File: config.mk
export PLATFORM = sky130hd
export DESIGN_NAME = afifo_rd_drain_flat
export DESIGN_NICKNAME = d
export VERILOG_FILES = /design/src/rtl/afifo_rd_drain_if.sv /design/src/rtl/afifo_rd_drain.sv /design/src/flat_wrapper.sv
export SDC_FILE = /design/constraint.sdc
export NUM_CORES = 1
export LEC_CHECK = 0
export BUFFER_PORTS_ARGS = -buffer_cell sky130_fd_sc_hd__buf_2
export CORE_UTILIZATION = 55
export DETAILED_ROUTE_END_ITERATION = 10
export GPL_TIMING_DRIVEN = 0
export PLACE_DENSITY = 0.84
export SETUP_SLACK_MARGIN = 0.1
export SLEW_MARGIN = 5
export SYNTH_ARGS = -nofsm -noshare
export SYNTH_HDL_FRONTEND = slang
export SYNTH_SLANG_ARGS = --single-unit
File: constraint.sdc
create_clock -name rclk -period 2.5 [get_ports rclk]
set_input_delay 0.25 -clock rclk [delete_from_list [all_inputs] [get_ports rclk]]
set_output_delay 0.25 -clock rclk [all_outputs]
set_load 0.03 [all_outputs]
File: src/rtl/afifo_rd_drain_if.sv
// Downstream valid/ready stream carrying the words drained from the FIFO.
interface afifo_rd_drain_if #(
  parameter int DATA_WIDTH = 32
);
  logic                  m_valid;
  logic [DATA_WIDTH-1:0] m_data;
  logic                  m_ready;

  modport master (output m_valid, output m_data, input m_ready);
  modport slave  (input m_valid, input m_data, output m_ready);
endinterface

File: src/rtl/afifo_rd_drain.sv
// Read-domain drain engine: pops counted or continuous bursts from the async
// FIFO read port and hands the words downstream through a 2-entry skid buffer.
module afifo_rd_drain #(
  parameter int DATA_WIDTH = 32,
  parameter int LEN_W      = 16
) (
  input  logic                  rclk,
  input  logic                  rrst_n,
  input  logic                  rempty,
  input  logic [DATA_WIDTH-1:0] rdata,
  output logic                  rinc,
  input  logic                  start,
  input  logic [LEN_W-1:0]      burst_len,
  input  logic                  abort,
  afifo_rd_drain_if.master      strm,
  output logic                  busy,
  output logic                  done,
  output logic [LEN_W-1:0]      word_cnt
);

  typedef enum logic [1:0] {S_IDLE, S_RUN, S_DRAIN, S_DONE} state_t;

  state_t                state;
  logic [LEN_W-1:0]      len;
  logic [DATA_WIDTH-1:0] buf_q [2];
  logic                  wr_ptr;
  logic                  rd_ptr;
  logic [1:0]            cnt;

  logic                  hs;
  logic                  room;
  logic                  len_ok;
  logic                  drain_empty;
  logic [LEN_W-1:0]      cnt_inc;

  assign hs          = strm.m_valid && strm.m_ready;
  // A full buffer still has room when its head leaves this same cycle.
  assign room        = (cnt < 2'd2) || ((cnt == 2'd2) && hs);
  // Counted bursts stop popping once len words have been taken.
  assign len_ok      = (len == '0) || (word_cnt != len);
  assign rinc        = (state == S_RUN) && !rempty && !abort && room && len_ok;
  assign drain_empty = (cnt == 2'd0) || ((cnt == 2'd1) && hs);
  assign cnt_inc     = word_cnt + 1'b1;

  assign strm.m_valid = (cnt != 2'd0);
  assign strm.m_data  = buf_q[rd_ptr];

  // Skid buffer: capture rdata on each pop, retire head on each handshake.
  always_ff @(posedge rclk or negedge rrst_n) begin
    if (!rrst_n) begin
      buf_q[0] <= '0;
      buf_q[1] <= '0;
      wr_ptr   <= 1'b0;
      rd_ptr   <= 1'b0;
      cnt      <= 2'd0;
    end else begin
      if (rinc) begin
        buf_q[wr_ptr] <= rdata;
        wr_ptr        <= ~wr_ptr;
      end
      if (hs) rd_ptr <= ~rd_ptr;
      cnt <= cnt + {1'b0, rinc} - {1'b0, hs};
    end
  end

  // Burst control FSM with registered busy/done and the popped-word counter.
  always_ff @(posedge rclk or negedge rrst_n) begin
    if (!rrst_n) begin
      state    <= S_IDLE;
      len      <= '0;
      word_cnt <= '0;
      busy     <= 1'b0;
      done     <= 1'b0;
    end else begin
      done <= 1'b0;
      case (state)
        S_IDLE: begin
          if (start) begin
            state    <= S_RUN;
            len      <= burst_len;
            word_cnt <= '0;
            busy     <= 1'b1;
          end
        end
        S_RUN: begin
          if (rinc) word_cnt <= cnt_inc;
          if (abort || ((len != '0) && rinc && (cnt_inc == len))) state <= S_DRAIN;
        end
        S_DRAIN: begin
          if (drain_empty) begin
            state <= S_DONE;
            busy  <= 1'b0;
            done  <= 1'b1;
          end
        end
        default: state <= S_IDLE;
      endcase
    end
  end

endmodule

File: src/flat_wrapper.sv
// flat-port wrapper written by rule: the top's interface ports become plain ports
module afifo_rd_drain_flat 
#(
  parameter int DATA_WIDTH = 32,
  parameter int LEN_W      = 16
)
  (rclk, rrst_n, rempty, rdata, rinc, start, burst_len, abort, busy, done, word_cnt, strm_m_valid, strm_m_data, strm_m_ready);
  afifo_rd_drain_if #(.DATA_WIDTH(DATA_WIDTH)) strm_i ();
  input  logic rclk;
  input  logic rrst_n;
  input  logic rempty;
  input  logic [DATA_WIDTH-1:0] rdata;
  output logic rinc;
  input  logic start;
  input  logic [LEN_W-1:0] burst_len;
  input  logic abort;
  output logic busy;
  output logic done;
  output logic [LEN_W-1:0] word_cnt;
  output wire logic [$bits(strm_i.m_valid)-1:0] strm_m_valid;
  output wire logic [$bits(strm_i.m_data)-1:0] strm_m_data;
  input wire logic [$bits(strm_i.m_ready)-1:0] strm_m_ready;
  assign strm_m_valid = strm_i.m_valid;
  assign strm_m_data = strm_i.m_data;
  assign strm_i.m_ready = strm_m_ready;
  afifo_rd_drain #(.DATA_WIDTH(DATA_WIDTH), .LEN_W(LEN_W)) u_core (.rclk(rclk), .rrst_n(rrst_n), .rempty(rempty), .rdata(rdata), .rinc(rinc), .start(start), .burst_len(burst_len), .abort(abort), .strm(strm_i), .busy(busy), .done(done), .word_cnt(word_cnt));
endmodule
==> results.sh, run 1 <==
export IMPL_status="completed"
export IMPL_layout_worst_path_cycle_share=0.978
export IMPL_post_synth_num_cell_types=43
export IMPL_startpoint_to_endpoint_class_of_the_critical_path="register to register"
export IMPL_critical_path_endpoint="u_core.state[1]"
export IMPL_syn_area_um2=5160
export IMPL_r2r_end="u_core.state[1]"
export IMPL_cts_sink_count=104
export IMPL_drt_pass1_iterations=5
export IMPL_synth_flop_cell="sky130_fd_sc_hd__dfrtp_1"
export IMPL_sequential_cell_area_um2=2610
export IMPL_port_buffers=105
export IMPL_cts_tree="yes"
export IMPL_multi_input_comb_area_um2=2630
export IMPL_power_ir_vdd_worst_mv=0.726
export IMPL_worst_r2r_setup_slack_ns=0.06
export IMPL_ctsRootBufferMaster="sky130_fd_sc_hd__clkbuf_8"
export IMPL_layout_drive_gt1_share=0.551
export IMPL_most_common_layout_cells="sky130_fd_sc_hd__buf_2 (108), sky130_fd_sc_hd__mux2_2 (106), sky130_fd_sc_hd__dfrtp_1 (96)"
export IMPL_drc_violation_count_after_routing=0
export IMPL_detail_route_iter0_violations=260
export IMPL_preCtsSetupSlack_ns=-0.00787
export IMPL_pwr_density_cell_nw_per_um2=1210
export IMPL_synth_yosys_warnings=0
export IMPL_critical_path_startpoint_type="register"
export IMPL_dp_final_hpwl_mm=8.34
export IMPL_period_minus_slack_ns=2.44
export IMPL_layout_setup_ws_ns=0.0562
export IMPL_largest_net_degree_at_the_start_of_global_routing=74
export IMPL_final_hold_viol_count=0
export IMPL_finalNetCount=613
export IMPL_rsz_0062_raised_after_global_routing="true"
export IMPL_coreArea_um2=8890
export IMPL_post_synth_cell_area_avg_um2=12.4
export IMPL_wl_per_cell_um=18.5
export IMPL_gr_total_overflow=0
export IMPL_timing_max_cap_violations=0
export IMPL_postRouteWirelength_mm=12.3
export IMPL_clk_path_buf_depth=2
export IMPL_area_delta_synth_final_pct=25.2
export IMPL_cts_htree_levels=3
export IMPL_max_fanout_on_critical_path=5
export IMPL_synthArstFlopShare=1.00
export IMPL_path_clk_slew_ns=0.10
export IMPL_relSlewSlack=0.669
export IMPL_final_hold_worst_slack_ns=0.0976
export IMPL_grt_pass1_wl_mm=19.2
export IMPL_drt_antenna_violating_nets=0
export IMPL_final_common_cell="sky130_fd_sc_hd__buf_2"
export IMPL_filler_cell_count=616
export IMPL_crit_path_max_incr_delay_ns=0.42
export IMPL_synth_yosys_seq_area_share=0.505
export IMPL_worst_margin_slew_ns=0.497
export IMPL_crit_path_start="u_core.state[1]"
export IMPL_placementRows=34
export IMPL_finalCoreUtilization=0.726
export IMPL_detailroute_via_count=3914
export IMPL_crit_path_cell_trace="inv_2 > ha_1 > nand2b_1 > nor3b_4 > o31ai_4 > or3_1 > o31a_1 > mux2_4"
export IMPL_hold_path_class="primary input to register"
export IMPL_floorplan_initialDensity=0.580
export IMPL_synth_edff_count=0
export IMPL_cp_slowest_cell="sky130_fd_sc_hd__dfrtp_1"
export IMPL_antenna_found_initial=0
export IMPL_net_count_after_synthesis=476
export IMPL_die_width_um=98.8
export IMPL_clock_skew_final_ns=0.0131
export IMPL_clk_latency_ns=0.38
export IMPL_crit_required_ns=2.77
export IMPL_cts_inserted_buffers=9
export IMPL_syn_instance_count=415
export IMPL_critical_path_endpoint_type="register"
export IMPL_gp_weighted_congestion=0.881
export IMPL_p_leak_nw=3.04
export IMPL_grt_use_total=0.250
export IMPL_regToRegStartpoint="u_core.state[1]"
export IMPL_clock_fmax_mhz=409
export IMPL_first_global_vias=3972
export IMPL_io_pin_count=106
export IMPL_die_height_um=98.8
export IMPL_die_area_um2=9770
export IMPL_timing_max_transition_violations_final=0
export IMPL_finalSetupTns_ns=0
export IMPL_ff_latch_count_synth=104
export IMPL_routed_via_density=5.89
export IMPL_worst_r2r_cell_count=8
export IMPL_antennaDiodeCount=0
export IMPL_timing_final_setup_violations=0
export IMPL_crit_arrival_ns=2.71
## report_power, final
part | switching (mW) | internal [mW]
logic | 2.12 | 1.78
registers | 0.530 | 2.37
clock network | 0.625 | 0.383
total | 3.27 | 4.53
## logic make-up after synthesis
logic type               count (synthesis)  share of synthesized area
AO/OA/AOI/OAI                           48                     0.0595
XOR/XNOR                                31                     0.0527
adder cells (fa/ha/maj)                  7                     0.0170
buffers and inverters                   27                     0.0238
flip-flops                             104                      0.505
multiplexers                           115                      0.251
AND/OR/NAND/NOR                         83                     0.0910
## flip-flops by register name (all words and copies together), names as in the netlist
signal / cells
u_core.len: 16
u_core.state: 2
u_core.buf_q: 64
u_core.cnt: 2
u_core.done: 1
u_core.wr_ptr: 1
u_core.rd_ptr: 1
u_core.word_cnt: 16
u_core.busy: 1
## repair_timing
action,4_1_cts,5_1_grt
gates cloned,1,2
endpoints found under the setup margin,73,106
hold endpoints to repair,31,0
buffers inserted,8,8
resized for setup,24,37
hold buffers,1,0
pin swaps,11,12
## per-stage QoR
step / cell area [um2] / std cells / total power, mW
6_report: 6450 / 665 / 7.80
5_1_grt: 6450 / 665 / 8.23
4_1_cts: 6230 / 655 / 7.57
3_5_place_dp: 5860 / 629 / 6.38
3_3_place_gp: 5830 / 628 / 6.19
2_1_floorplan: 5170 / 415 / 5.43
## routing by layer
| metal | vias up | part of all wire | GRT usage |
|---|---|---|---|
| met5 | - | 0 | 0 |
| met4 | 0 | 0.017 | 0.0861 |
| met3 | 23 | 0.063 | 0.0539 |
| met2 | 173 | 0.51 | 0.429 |
| met1 | 1938 | 0.41 | 0.314 |
| li1 | 1780 | - | - |
## cell type report
type | count | area share
Inverter | 7 | 0.00407
Sequential cell | 104 | 0.405
Tap cell | 108 | 0.0209
Multi-Input combinational cell | 285 | 0.407
Clock buffer | 9 | 0.0192
Buffer | 20 | 0.0221
Clock inverter | 7 | 0.00989
Timing Repair Buffer | 125 | 0.112
## critical path, delay by kind of cell, from the launching register on
kind                     cells  cell delay [ns]
buffers and inverters        1             0.10
flip-flops                   1             0.42
AO/OA/AOI/OAI                2             0.50
adder cells (fa/ha/maj)      1             0.18
AND/OR/NAND/NOR              3             0.84
multiplexers                 1             0.30
## synth_stat cells, types with 4 or more instances
library cell | instances | share of area
sky130_fd_sc_hd__clkbuf_1 | 9 | 0.0066
sky130_fd_sc_hd__nor2_1 | 6 | 0.0044
sky130_fd_sc_hd__a21oi_1 | 15 | 0.015
sky130_fd_sc_hd__and3_1 | 6 | 0.0073
sky130_fd_sc_hd__buf_2 | 7 | 0.0068
sky130_fd_sc_hd__or3_1 | 7 | 0.0085
sky130_fd_sc_hd__o31ai_1 | 4 | 0.0058
sky130_fd_sc_hd__nor4_1 | 8 | 0.0097
sky130_fd_sc_hd__xor2_1 | 7 | 0.012
sky130_fd_sc_hd__ha_1 | 7 | 0.017
sky130_fd_sc_hd__nand3_1 | 9 | 0.0087
sky130_fd_sc_hd__nand4_1 | 9 | 0.011
sky130_fd_sc_hd__o21ai_0 | 15 | 0.015
sky130_fd_sc_hd__xnor2_1 | 24 | 0.041
sky130_fd_sc_hd__mux2_2 | 111 | 0.24
sky130_fd_sc_hd__dfrtp_1 | 104 | 0.50
sky130_fd_sc_hd__nand2_1 | 18 | 0.013
sky130_fd_sc_hd__inv_1 | 7 | 0.0051
sky130_fd_sc_hd__and4_1 | 4 | 0.0068
## worst min-delay path by stage
stage | slack, ns | depth (start not counted) | end | from
floorplan | -0.05 | 0 | u_core.buf_q[0] | rrst_n
global placement | 0.47 | 1 | u_core.buf_q[3] | u_core.buf_q[3]
detailed placement | 0.22 | 1 | u_core.buf_q[38] | rrst_n
CTS | 0.09 | 2 | u_core.buf_q[3] | rdata[3]
global route | 0.08 | 2 | u_core.len[15] | burst_len[15]
finish | 0.1 | 2 | u_core.len[4] | burst_len[4]
(Power assumes the default switching activity.)
==> inputs of run 2 (changes only) <==
--- a/config.mk
+++ b/config.mk
@@ -6,10 +6,11 @@
 export NUM_CORES = 1
 export LEC_CHECK = 0
 export BUFFER_PORTS_ARGS = -buffer_cell sky130_fd_sc_hd__buf_2
-export CORE_UTILIZATION = 55
+export CORE_ASPECT_RATIO = 0.8
+export CORE_UTILIZATION = 59
 export DETAILED_ROUTE_END_ITERATION = 10
 export GPL_TIMING_DRIVEN = 0
-export PLACE_DENSITY = 0.84
+export PLACE_DENSITY = 0.89
 export SETUP_SLACK_MARGIN = 0.1
 export SLEW_MARGIN = 5
 export SYNTH_ARGS = -nofsm -noshare
==> constraint.sdc (replaced) <==
create_clock -name rclk -period 2.9 [get_ports rclk]
set_input_delay 0.29 -clock rclk [delete_from_list [all_inputs] [get_ports rclk]]
set_output_delay 0.29 -clock rclk [all_outputs]
set_load 0.03 [all_outputs]
==> results.sh, run 2 (same netlist as run 1, synthesis figures left out) <==
export IMPL_cts_sink_count=104
export IMPL_clock_skew_final_ns=0.00987
export IMPL_cts_htree_levels=3
export IMPL_first_global_vias=3827
export IMPL_worst_margin_slew_ns=0.802
export IMPL_layout_setup_ws_ns=0.180
export IMPL_postRouteWirelength_mm=11.5
export IMPL_crit_path_max_incr_delay_ns=0.49
export IMPL_io_pin_count=106
export IMPL_ctsRootBufferMaster="sky130_fd_sc_hd__clkbuf_8"
export IMPL_preCtsSetupSlack_ns=0.127
export IMPL_wl_per_cell_um=17.7
export IMPL_grt_met3_usage=0.0532
export IMPL_crit_arrival_ns=2.97
export IMPL_critical_path_endpoint_type="register"
export IMPL_timing_final_setup_violations=0
export IMPL_hold_path_class="primary input to register"
export IMPL_clk_path_buf_depth=2
export IMPL_most_common_layout_cells="sky130_fd_sc_hd__mux2_2 (111), sky130_fd_sc_hd__buf_2 (111), sky130_fd_sc_hd__dfrtp_1 (104)"
export IMPL_status="completed"
export IMPL_grt_use_total=0.260
export IMPL_die_area_um2=9120
export IMPL_port_buffers=105
export IMPL_globalRouteMet1Util=0.367
export IMPL_sequential_cell_area_um2=2600
export IMPL_cts_tree="yes"
export IMPL_detailroute_via_count=3807
export IMPL_finalSetupTns_ns=0
export IMPL_rsz_0062_raised_after_global_routing="false"
export IMPL_coreArea_um2=8480
export IMPL_relSlewSlack=0.465
export IMPL_gr_total_overflow=0
export IMPL_grt_pass1_wl_mm=18.6
export IMPL_power_total_mw=6.44
export IMPL_crit_required_ns=3.15
export IMPL_largest_register_ffs=64
export IMPL_gp_weighted_congestion=0.972
export IMPL_drc_violation_count_after_routing=0
export IMPL_clk_latency_ns=0.36
export IMPL_startpoint_to_endpoint_class_of_the_critical_path="register to register"
export IMPL_layout_drive_gt1_share=0.470
export IMPL_area_delta_synth_final_pct=18.3
export IMPL_clock_fmax_mhz=368
export IMPL_filler_cell_count=603
export IMPL_finalNetCount=597
export IMPL_cp_slowest_cell="sky130_fd_sc_hd__nor4_1"
export IMPL_grt_most_used_layer="met2"
export IMPL_max_fanout_on_critical_path=8
export IMPL_path_delay_family="simple AND/OR/NAND/NOR gates"
export IMPL_die_height_um=85.6
export IMPL_crit_path_cell_trace="nor4_1 > nand4_1 > nand3_1 > o31ai_4 > buf_4 > or3_1 > o31a_1 > mux2_4"
export IMPL_critical_path_startpoint_type="register"
export IMPL_floorplan_initialDensity=0.608
export IMPL_layout_top_registers="u_core.buf_q: 64 flops, u_core.len: 16 flops, u_core.word_cnt: 16 flops"
export IMPL_dp_final_hpwl_mm=8.65
export IMPL_critical_path_n_buffers_inverters=1
export IMPL_multi_input_comb_area_um2=2440
export IMPL_crit_path_start="u_core.len[11]"
export IMPL_detail_route_iter0_violations=219
export IMPL_cts_inserted_buffers=9
export IMPL_largest_net_degree_at_the_start_of_global_routing=63
export IMPL_antenna_found_initial=0
export IMPL_met2_usage=0.409
export IMPL_regToRegStartpoint="u_core.len[11]"
export IMPL_power_ir_vdd_worst_mv=0.547
export IMPL_placementRows=30
export IMPL_path_clk_slew_ns=0.10
export IMPL_layout_worst_path_cycle_share=0.938
export IMPL_timing_max_transition_violations_final=0
export IMPL_pwr_density_cell_nw_per_um2=1060
export IMPL_antennaDiodeCount=0
export IMPL_routed_via_density=5.84
export IMPL_final_hold_viol_count=0
export IMPL_period_minus_slack_ns=2.72
export IMPL_p_leak_nw=2.90
export IMPL_holdCritStartpoint="burst_len[4]"
export IMPL_drt_antenna_violating_nets=0
export IMPL_timing_max_cap_violations=0
export IMPL_max_flop_register="u_core.buf_q"
export IMPL_drt_pass1_iterations=7
export IMPL_die_width_um=107
[run 2: cell count changes in the layout (fill, tap and decap cells not counted), sizes merged]
cell      previous run  this run
clkinvlp             1         0
buf                132       119
inv                 11         9
bufinv               0         1
o31ai                6         5
clkbuf              21        19
clkinv               2         3
[run 2: where the power goes]
group	leakage, nW	switching (mW)	internal, mW	total (mW)
combinational	1.48	1.73	1.35	3.07
sequential	1.32	0.414	2.04	2.45
clock	0.102	0.510	0.409	0.919
[run 2: cell type report]
cell class / instances / share of cell area
plain buffers: 20 / 0.0158
clock buffers: 9 / 0.0203
clock inverters: 6 / 0.0125
inverters: 7 / 0.00431
multi-input cells: 284 / 0.401
flip-flops and latches: 104 / 0.427
well taps: 112 / 0.0230
repair buffers: 110 / 0.0964
[run 2: metrics by stage]
step | std cells | instance area [um2] | utilization | hold slack [ns]
global placement | 632 | 5820 | 0.686 | 0.467
finish | 652 | 6100 | 0.719 | 0.158
CTS | 649 | 6060 | 0.715 | 0.144
global route | 652 | 6100 | 0.719 | 0.135
detailed placement | 633 | 5850 | 0.690 | 0.324
floorplan | 415 | 5160 | - | -0.00559
[run 2: path summary, 6_finish.rpt]
| path | to | slack [ns] | cells past startpoint |
|---|---|---|---|
| worst max-delay path | u_core.state[1] | 0.18 | 8 |
| worst min-delay path | u_core.len[4] | 0.16 | 2 |
| worst max register to register | u_core.state[1] | 0.18 | 8 |
| worst min register to register | u_core.buf_q[20] | 0.51 | 1 |
| max in group asynchronous | u_core.buf_q[56] | 1.75 | 3 |
| min in group asynchronous | u_core.buf_q[8] | 0.46 | 2 |
[run 2: per-layer routing]
metal	part of all wire	vias to the layer above	wire length, um
li1	-	1749	-
met1	0.44	1879	5040
met2	0.48	163	5550
met3	0.071	16	813
met4	0.010	0	116
met5	0	-	0
[run 2: repair_timing]
item,CTS,global route
hold endpoints to repair,42,0
hold buffers,1,0
endpoints found under the setup margin,8,40
buffers inserted,0,3
cloned,0,0
pin swaps,1,1
resized for setup,0,3
